## config.mk

```make
export PLATFORM = sky130hd
export DESIGN_NAME = morse_symbol_decoder
export DESIGN_NICKNAME = d
export VERILOG_FILES = /design/src/rtl/morse_pkg.sv /design/src/rtl/morse_debounce.sv /design/src/rtl/morse_symbol_decoder.sv
export SDC_FILE = /design/constraint.sdc
export NUM_CORES = 1
export LEC_CHECK = 0
export CELL_PAD_IN_SITES_DETAIL_PLACEMENT = 0
export CELL_PAD_IN_SITES_GLOBAL_PLACEMENT = 1
export CORE_UTILIZATION = 28
export CTS_CLUSTER_SIZE = 25
export DETAILED_ROUTE_END_ITERATION = 8
export GPL_TIMING_DRIVEN = 0
export PLACE_DENSITY_LB_ADDON = 0.1
export SETUP_SLACK_MARGIN = 0.1
export SLEW_MARGIN = 10
export SYNTH_ARGS = -nofsm -noshare
export SYNTH_HDL_FRONTEND = slang
export SYNTH_HIERARCHICAL = 1
export SYNTH_SLANG_ARGS = --single-unit
```

## constraint.sdc

```tcl
create_clock -name clk -period 2.17 [get_ports clk]
set_input_delay 0.5425 -clock clk [delete_from_list [all_inputs] [get_ports clk]]
set_output_delay 0.5425 -clock clk [all_outputs]
set_load 0.01 [all_outputs]
```

## src/rtl/morse_pkg.sv

```systemverilog
// ---------------------------------------------------------------------------
// morse_pkg : shared symbol encodings, accumulator states and width helper
// Revision  : 1.0
// ---------------------------------------------------------------------------
`default_nettype none

package morse_pkg;

  localparam logic SYM_DOT  = 1'b0;
  localparam logic SYM_DASH = 1'b1;

  typedef enum logic [0:0] {
    ST_IDLE    = 1'b0,
    ST_COLLECT = 1'b1
  } acc_state_e;

  function automatic int len_width(input int max_symbols);
    return $clog2(max_symbols + 1);
  endfunction

endpackage

`default_nettype wire

```

## src/rtl/morse_debounce.sv

```systemverilog
// ---------------------------------------------------------------------------
// morse_debounce : 2-flop synchroniser plus debouncer, one-cycle toggle flag
// Revision       : 1.0
// ---------------------------------------------------------------------------
`default_nettype none

module morse_debounce #(
  parameter int DEBOUNCE_CYCLES = 4
) (
  input  logic clk,
  input  logic reset,
  input  logic key_i,
  output logic toggle_o
);

  localparam int CNT_W = (DEBOUNCE_CYCLES > 1) ? $clog2(DEBOUNCE_CYCLES) : 1;
  localparam logic [CNT_W-1:0] CNT_LAST = CNT_W'(DEBOUNCE_CYCLES - 1);

  logic             sync1_q, sync2_q;
  logic             stable_q, stable_d;
  logic [CNT_W-1:0] cnt_q, cnt_d;
  logic [1:0]       arm_q, arm_d;
  logic             toggle;

  // While arming, stable tracks the level the synchroniser is about to present,
  // so a key already held when reset releases never looks like a toggle.
  always_comb begin
    stable_d = stable_q;
    cnt_d    = cnt_q;
    arm_d    = arm_q;
    toggle   = 1'b0;
    if (!arm_q[1]) begin
      arm_d    = arm_q + 2'd1;
      stable_d = sync1_q;
      cnt_d    = '0;
    end else if (sync2_q == stable_q) begin
      cnt_d = '0;
    end else if (cnt_q == CNT_LAST) begin
      stable_d = ~stable_q;
      cnt_d    = '0;
      toggle   = 1'b1;
    end else begin
      cnt_d = cnt_q + CNT_W'(1);
    end
  end

  always_ff @(posedge clk) begin
    if (reset) begin
      sync1_q  <= 1'b0;
      sync2_q  <= 1'b0;
      stable_q <= 1'b0;
      cnt_q    <= '0;
      arm_q    <= 2'd0;
    end else begin
      sync1_q  <= key_i;
      sync2_q  <= sync1_q;
      stable_q <= stable_d;
      cnt_q    <= cnt_d;
      arm_q    <= arm_d;
    end
  end

  assign toggle_o = toggle;

endmodule

`default_nettype wire

```

## src/rtl/morse_symbol_decoder.sv

```systemverilog
// ---------------------------------------------------------------------------
// morse_symbol_decoder : debounced dot/dash keys to variable-length letters
// Revision             : 1.0
// ---------------------------------------------------------------------------
`default_nettype none

module morse_symbol_decoder
  import morse_pkg::*;
#(
  parameter  int MAX_SYMBOLS     = 5,
  parameter  int DEBOUNCE_CYCLES = 4,
  parameter  int GAP_CYCLES      = 1000,
  localparam int LEN_W           = len_width(MAX_SYMBOLS)
) (
  input  logic                   clk,
  input  logic                   reset,
  input  logic [1:0]             sw,
  input  logic                   out_ready,
  output logic [MAX_SYMBOLS-1:0] code,
  output logic [LEN_W-1:0]       code_len,
  output logic                   code_valid,
  output logic                   busy,
  output logic                   overflow,
  output logic                   collision
);

  localparam int GAP_W = $clog2(GAP_CYCLES);
  localparam logic [GAP_W-1:0] GAP_LAST = GAP_W'(GAP_CYCLES - 1);
  localparam logic [LEN_W-1:0] LEN_LAST = LEN_W'(MAX_SYMBOLS - 1);
  localparam logic [LEN_W-1:0] LEN_MAX  = LEN_W'(MAX_SYMBOLS);

  logic [1:0] ev;

  for (genvar g = 0; g < 2; g++) begin : g_key
    morse_debounce #(
      .DEBOUNCE_CYCLES(DEBOUNCE_CYCLES)
    ) u_debounce (
      .clk     (clk),
      .reset   (reset),
      .key_i   (sw[g]),
      .toggle_o(ev[g])
    );
  end

  acc_state_e             state_q, state_d;
  logic [LEN_W-1:0]       len_q, len_d;
  logic [MAX_SYMBOLS-1:0] acc_q, acc_d;
  logic [GAP_W-1:0]       gap_q, gap_d;
  logic [MAX_SYMBOLS-1:0] code_q, code_d;
  logic [LEN_W-1:0]       code_len_q, code_len_d;
  logic                   valid_q, valid_d;
  logic                   overflow_q, overflow_d;
  logic                   collision_q, collision_d;

  logic                   sym;
  logic                   done;
  logic [MAX_SYMBOLS-1:0] app_code, done_code;
  logic [LEN_W-1:0]       done_len;

  always_comb begin
    state_d     = state_q;
    len_d       = len_q;
    acc_d       = acc_q;
    gap_d       = gap_q;
    code_d      = code_q;
    code_len_d  = code_len_q;
    valid_d     = valid_q;
    overflow_d  = 1'b0;
    collision_d = ev[0] & ev[1];
    done        = 1'b0;
    done_code   = acc_q;
    done_len    = len_q;
    // A simultaneous dot and dash keeps the dot.
    sym         = ev[0] ? SYM_DOT : SYM_DASH;

    app_code = acc_q;
    for (int k = 0; k < MAX_SYMBOLS; k++) begin
      if (len_q == LEN_W'(k)) app_code[MAX_SYMBOLS-1-k] = sym;
    end

    if (|ev) begin
      gap_d = '0;
      if (len_q == LEN_LAST) begin
        done      = 1'b1;
        done_code = app_code;
        done_len  = LEN_MAX;
      end else begin
        acc_d   = app_code;
        len_d   = len_q + LEN_W'(1);
        state_d = ST_COLLECT;
      end
    end else if (state_q == ST_COLLECT) begin
      if (gap_q == GAP_LAST) done = 1'b1;
      else                   gap_d = gap_q + GAP_W'(1);
    end

    if (done) begin
      state_d = ST_IDLE;
      len_d   = '0;
      acc_d   = '0;
      gap_d   = '0;
      if (!valid_q || out_ready) begin
        code_d     = done_code;
        code_len_d = done_len;
        valid_d    = 1'b1;
      end else begin
        overflow_d = 1'b1;
      end
    end else if (valid_q && out_ready) begin
      valid_d = 1'b0;
    end
  end

  always_ff @(posedge clk) begin
    if (reset) begin
      state_q     <= ST_IDLE;
      len_q       <= '0;
      acc_q       <= '0;
      gap_q       <= '0;
      code_q      <= '0;
      code_len_q  <= '0;
      valid_q     <= 1'b0;
      overflow_q  <= 1'b0;
      collision_q <= 1'b0;
    end else begin
      state_q     <= state_d;
      len_q       <= len_d;
      acc_q       <= acc_d;
      gap_q       <= gap_d;
      code_q      <= code_d;
      code_len_q  <= code_len_d;
      valid_q     <= valid_d;
      overflow_q  <= overflow_d;
      collision_q <= collision_d;
    end
  end

  assign code       = code_q;
  assign code_len   = code_len_q;
  assign code_valid = valid_q;
  assign busy       = (state_q == ST_COLLECT);
  assign overflow   = overflow_q;
  assign collision  = collision_q;

endmodule

`default_nettype wire
```

==> summary.md, run 1 <==
| Metric | Value |
|---|---|
| Tcrit/Tclk final | 90.9% |
| Largest net degree at the start of global routing | 17 |
| Comb pwr share | 4.6% |
| Hold buffer count at cts | 0 |
| Bufs on Longest Clock Path | 2 |
| DRT iter0 DRCs | 53 |
| Post-synthesis cell type count | 38 |
| Non-Filler Instances | 297 |
| Layout Nets | 232 |
| DP Wirelength | 2730 um |
| # rows | 29 |
| FMAX | 507 MHz |
| Setup violators final | 0 |
| FF/Latch Area | 881 um2 |
| Worst-Skew Late Latency | 0.30 ns |
| Worst EP required | 2.35 ns |
| Synthesis-stage register bit count | 44 |
| Flop pwr share | 58.9% |
| Multi-input gate area | 953 um2 |
| Post-route antenna net violation count | 0 |
| Vias/cell | 4.90 |
| Worst reg2reg endpoint | code[4]$_SDFFE_PP0P_ |
| Layout area overhead | 21.8% |
| Gpl congestion | 0.709 |
| Die Ht | 82.9 um |
| Worst Tran Pin Value | 0.663 ns |
| DR vias | 1456 |
| R2R Setup Slk | 0.20 ns |
| Most common cell after layout, fill and taps aside | dfxtp_1 |
| Final worst setup slack | 0.198 ns |
| Vias in the first global route | 1420 |
| Syn. warnings | 6 |
| Post-Syn Area | 1830 um2 |
| First-pass DRT Iterations | 4 |
| Placed cell count | 288 |
| Clk root buf | clkbuf_8 |
| Max-slew violations | 0 |
| Core area | 6350 um2 |
| Status | completed |
| Mapped Nets | 208 |
| Async set-reset flop share out of synthesis | 0% |
| CTS tree | yes |
| Syn Inst Count | 195 |
| Crit path capture type | flip-flop |
| R2r worst-path depth | 6 |
| Syn_area_per_cell | 9.41 um2 |
| H-tree levels | 2 |
| Initial Util | 28.9% |
| Worst-path clk slew | 0.09 ns |
| # clock sinks | 44 |
| Tot Pwr | 1.45 mW |
| Final WL | 3870 um |
| Max_cap viols | 0 |
| Commonest cells after routing, fill and taps aside | 44 x dfxtp_1, 28 x nor2_1, 16 x a21oi_1 |
| P per Cell Area | 650 nW/um2 |
| Post-DR wirelength/cell | 13.0 um |
| Chip Width | 82.9 um |
| Int Power | 1.12 mW |
| RSZ-0062 raised after global routing | false |
| Worst slack at placement | -0.439 ns |
| # diodes | 0 |
| Clk_skew | 0.00884 ns |
| Register area share after synthesis | 48.0% |
| Reg-to-Reg Start | g_key[0].u_debounce/cnt_q[0]$_SDFF_PP0_ |
| Total grt overflow | 0 |
| Crit path max fanout | 5 |
| Initial antenna violation count | 0 |
| Min Tclk post-route | 1.97 ns |
| Kind of start point of the critical path | flip-flop |
| Crit path launch | g_key[0].u_debounce/cnt_q[0]$_SDFF_PP0_ |
| Die area | 6880 um2 |
| Total GRT Usage | 12.3% |
| HP Class | reg -> reg |
| Wire length of the first global-routing pass | 6790 um |
| Clock share of power | 36.6% |
| Crit path arrival time | 2.15 ns |
| Setup Crit Path Kind | reg -> reg |
| # DRC | 0 |
| Lkg Pwr | 0.809 nW |
| Core Util, Final | 35.2% |
| Hold Vio Cnt, Final | 0 |
| Post-synth EDFFs | 0 |
| Num CTS Buffers | 5 |
| Port bufs | 16 |
| Max VDD drop | 0.288 mV |
| Critical Path End | code[4]$_SDFFE_PP0P_ |
| Share of cells above drive strength 1 | 10.9% |
| IO Count | 17 |
| Slew HR | 55.8% |
| Ys flop type | dfxtp_1 |
| Final-layout fill cell count | 635 |
| Net Sw Power | 329 uW |
| Sw Share | 22.7% |
[synthesized netlist by cell type (3+ instances only)]
cell type	n	area, um2
a21oi_1	17	85.1
xnor2_1	5	43.8
dfxtp_1	44	881
nor3_1	6	30.0
o21ai_0	7	35.0
nor2b_1	6	37.5
nand2_1	9	33.8
nor2_1	28	105
mux2i_1	3	30.0
nand3_1	8	40.0
clkbuf_1	5	18.8
inv_1	4	15.0
xor2_1	7	61.3
nand2b_1	3	18.8
a311oi_1	3	26.3
ha_1	8	100
nand4_1	5	31.3
[worst max-delay path: stages (launching register included)]
cell	delay, ns
dfxtp_1	0.32
ha_1	0.23
and3_2	0.23
or2_4	0.29
o41a_2	0.54
o21ai_0	0.17
a21oi_1	0.08
[metal layers]
layer | global-route usage (%) | vias to the layer above | part of all wire (%)
met5 | 0 | - | 0
li1 | - | 738 | -
met4 | 5.02 | 0 | 1.8
met3 | 3.68 | 6 | 3.3
met2 | 19.9 | 26 | 47
met1 | 15.4 | 686 | 47
[flip-flops by register name, summed over array words and instances, names as in the netlist, 2 cells and up]
name,flops
acc_q,5
code,5
code_len,3
g_key.u_debounce/arm_q,4
g_key.u_debounce/cnt_q,4
g_key.u_debounce/stable_q,2
g_key.u_debounce/sync1_q,2
g_key.u_debounce/sync2_q,2
gap_q,10
len_q,3
[cell families after synthesis]
family / after synthesis / synth area share (%)
simple gates: 79 / 22.2
fa+ha+maj: 8 / 5.46
compound gates: 38 / 14.7
xor+xnor: 12 / 5.73
flops: 44 / 48.0
mux: 3 / 1.64
buf+inv: 11 / 2.32
[how the worst min path moves through the flow]
stage / start / endpoint / slack, ns / cells after the start
3_5_place_dp: acc_q[0]$_SDFFE_PP0P_ / acc_q[0]$_SDFFE_PP0P_ / 0.43 / 2
4_1_cts: acc_q[0]$_SDFFE_PP0P_ / acc_q[0]$_SDFFE_PP0P_ / 0.45 / 2
2_1_floorplan: acc_q[0]$_SDFFE_PP0P_ / acc_q[0]$_SDFFE_PP0P_ / 0.41 / 2
3_3_place_gp: acc_q[0]$_SDFFE_PP0P_ / acc_q[0]$_SDFFE_PP0P_ / 0.44 / 2
5_1_grt: acc_q[0]$_SDFFE_PP0P_ / acc_q[0]$_SDFFE_PP0P_ / 0.46 / 2
6_report: acc_q[0]$_SDFFE_PP0P_ / acc_q[0]$_SDFFE_PP0P_ / 0.44 / 2
[stage by stage]
step | cell area [um2] | setup TNS [ns] | hold slack [ns]
floorplan | 1830 | 0 | 0.408
global placement | 2090 | -3.22 | 0.435
CTS | 2230 | 0 | 0.447
global route | 2230 | 0 | 0.460
detailed placement | 2090 | -3.28 | 0.432
finish | 2230 | 0 | 0.441
[power by group through the flow]
stage / registers [mW] / clock network, mW / logic [mW]
2_1_floorplan: 0.869 / 0 / 0.0469
3_3_place_gp: 0.873 / 0 / 0.0654
3_5_place_dp: 0.874 / 0 / 0.0683
4_1_cts: 0.854 / 0.549 / 0.0681
5_1_grt: 0.859 / 0.597 / 0.0771
6_report: 0.854 / 0.531 / 0.0662
[timing repair]
item | 4_1_cts | 5_1_grt
gates resized for setup | 5 | 4
endpoints found under the setup margin | 14 | 17
gates cloned | 1 | 0
buffers inserted | 2 | 0
pin swaps | 3 | 0
[cell type report]
type	instances	share of cell area, %
multi-input combinational	141	42.7
sequential	44	39.4
timing repair buffer	18	7.79
tap	77	4.31
clock buffer	7	3.87
buffer	5	0.896
inverter	4	0.672
clock inverter	1	0.336
No activity file was read; power rests on OpenSTA's default activity.
==> inputs of run 2 (changes only) <==
--- a/config.mk
+++ b/config.mk
@@ -12,6 +12,7 @@
 export DETAILED_ROUTE_END_ITERATION = 8
 export GPL_TIMING_DRIVEN = 0
 export PLACE_DENSITY_LB_ADDON = 0.1
+export REMOVE_ABC_BUFFERS = 1
 export SETUP_SLACK_MARGIN = 0.1
 export SLEW_MARGIN = 10
 export SYNTH_ARGS = -nofsm -noshare
==> summary.md, run 2 (synthesis results as in run 1) <==
| Metric | Value |
|---|---|
| Status | completed |
| Max reg flops | 10 (unchanged) |
| DR vias | 1440 (-1.1%) |
| Initial Util | 28.9% (unchanged) |
| Total GRT Usage | 12.2% (-0.15 points) |
| Hold depth | 2 (unchanged) |
| Crit path capture type | flip-flop |
| # clock sinks | 44 (unchanged) |
| Crit path max fanout | 10 (+5) |
| Setup Crit Path Kind | reg -> reg |
| Slew HR | 37.6% (-18 points) |
| Area after DPL | 2060 um2 (-1.3%) |
| IO Count | 17 (unchanged) |
| Bufs on Longest Clock Path | 2 (unchanged) |
| Max-slew violations | 0 (unchanged) |
| Hold buffer count at cts | 0 (unchanged) |
| Worst Tran Pin Value | 0.937 ns (+0.274 ns) |
| Tcrit/Tclk final | 91.7% (+0.83 points) |
| Placed cell count | 281 (-2.4%) |
| Core Util, Final | 35.4% (+0.20 points) |
| Num CTS Buffers | 5 (unchanged) |
| Lkg Pwr | 0.815 nW (+0.73%) |
| DRT iter0 DRCs | 56 (+5.7%) |
| CTS tree | yes |
| Die Ht | 82.9 um (unchanged) |
| H-tree levels | 2 (unchanged) |
| Post-DR wirelength/cell | 13.7 um (+5.0%) |
| Most common cell after layout, fill and taps aside | dfxtp_1 |
| Final WL | 4030 um (+4.3%) |
| Core area | 6350 um2 (unchanged) |
| Layout Nets | 230 (-0.86%) |
| Largest net degree at the start of global routing | 26 (+9) |
| Final worst setup slack | 0.180 ns (-0.0181 ns) |
| Commonest cells after routing, fill and taps aside | 44 x dfxtp_1, 28 x nor2_1, 16 x a21oi_1 |
| Hold Vio Cnt, Final | 0 (unchanged) |
| # rows | 29 (unchanged) |
| RSZ-0062 raised after global routing | true |
| Port bufs | 16 (unchanged) |
| Max_cap viols | 0 (unchanged) |
| Chip Width | 82.9 um (unchanged) |
| Top reg by flops | gap_q |
| Total grt overflow | 0 (unchanged) |
| Kind of start point of the critical path | flip-flop |
| Layout area overhead | 22.4% |
| Clk_skew | 0.0108 ns (+0.00192 ns) |
| Crit path arrival time | 2.14 ns (about the same) |
| P per Cell Area | 644 nW/um2 (-0.87%) |
| Worst slack at placement | -0.518 ns (-0.0795 ns) |
| # diodes | 0 (unchanged) |
| FMAX | 502 MHz (-0.91%) |
| Worst-Skew Late Latency | 0.30 ns (about the same) |
| Min Tclk post-route | 1.99 ns (+0.0181 ns) |
| Share of cells above drive strength 1 | 11.9% (+1.0 points) |
| Die area | 6880 um2 (unchanged) |
| # DRC | 0 (unchanged) |
| Gpl congestion | 0.747 (+5.4%) |
| R2r worst-path depth | 6 (unchanged) |
| First-pass DRT Iterations | 4 (unchanged) |
| Clk root buf | clkbuf_8 |
| HP Class | reg -> reg |
| Initial antenna violation count | 0 (unchanged) |
| Non-Filler Instances | 295 (-0.67%) |
| WHS | 0.444 ns (+0.00281 ns) |
| DP Wirelength | 2670 um (-2.0%) |
| Max VDD drop | 0.346 mV (+20%) |
| Setup violators final | 0 (unchanged) |
| Final Cell Area | 2250 um2 (+0.56%) |
| Wire length of the first global-routing pass | 6680 um (-1.6%) |
| Vias/cell | 4.88 (-0.43%) |
| Worst-path clk slew | 0.09 ns (about the same) |
| Vias in the first global route | 1437 (+1.2%) |
| Post-route antenna net violation count | 0 (unchanged) |
| Worst EP required | 2.32 ns (-0.03 ns) |
-- run 2: path summary, 6_finish.rpt --
check                                          start  slack (ns)                     to
max reg2reg  g_key[0].u_debounce/cnt_q[0]$_SDFF_PP0_        0.18   code[0]$_SDFFE_PP0P_
max          g_key[0].u_debounce/cnt_q[0]$_SDFF_PP0_        0.18   code[0]$_SDFFE_PP0P_
min                            acc_q[0]$_SDFFE_PP0P_        0.44  acc_q[0]$_SDFFE_PP0P_
min reg2reg                    acc_q[0]$_SDFFE_PP0P_        0.44  acc_q[0]$_SDFFE_PP0P_
-- run 2: routing by layer --
metal	share of wire [%]	global-route usage [%]	vias to the layer above	wire length (um)
li1	-	-	739	-
met1	47	14.4	670	1880
met2	48	20.4	21	1940
met3	3.5	3.48	10	140
met4	1.8	5.49	0	74
met5	0	0	-	0
-- run 2: metrics by stage --
step | TNS [ns] | power, mW
after CTS | 0 | 1.47
after global routing | 0 | 1.53
after floorplan | 0 | 0.913
after global placement | -3.91 | 0.935
final | 0 | 1.45
after detailed placement | -5.19 | 0.941
-- run 2: worst max-delay path, cell delays in order, from the launching register on --
cell and delay (ns):
dfxtp_1 0.32, ha_1 0.23, and3_4 0.23, or2_4 0.30, o41a_4 0.51, o21ai_0 0.16
a21oi_1 0.08
-- run 2: repair_timing --
| action | 4_1_cts | 5_1_grt |
|---|---|---|
| setup buffers | 1 | 4 |
| cloned | 1 | 0 |
| endpoints found under the setup margin | 16 | 9 |
| pin swaps | 2 | 2 |
| resized for setup | 4 | 8 |
-- run 2: report_power, final --
group / leakage, nW / switching, mW / internal, mW
clock: 0.0404 / 0.298 / 0.228
combinational: 0.418 / 0.0349 / 0.0311
sequential: 0.357 / 0.0229 / 0.832
total: 0.815 / 0.356 / 1.09
-- run 2: layout make-up --
type | count | area [um2]
clock inverters | 3 | 23.8
clock buffers | 5 | 68.8
flip-flops and latches | 44 | 881
repair buffers | 21 | 200
multi-input cells | 141 | 961
inverters | 4 | 15.0
fillers | 632 | 4100
well taps | 77 | 96.3
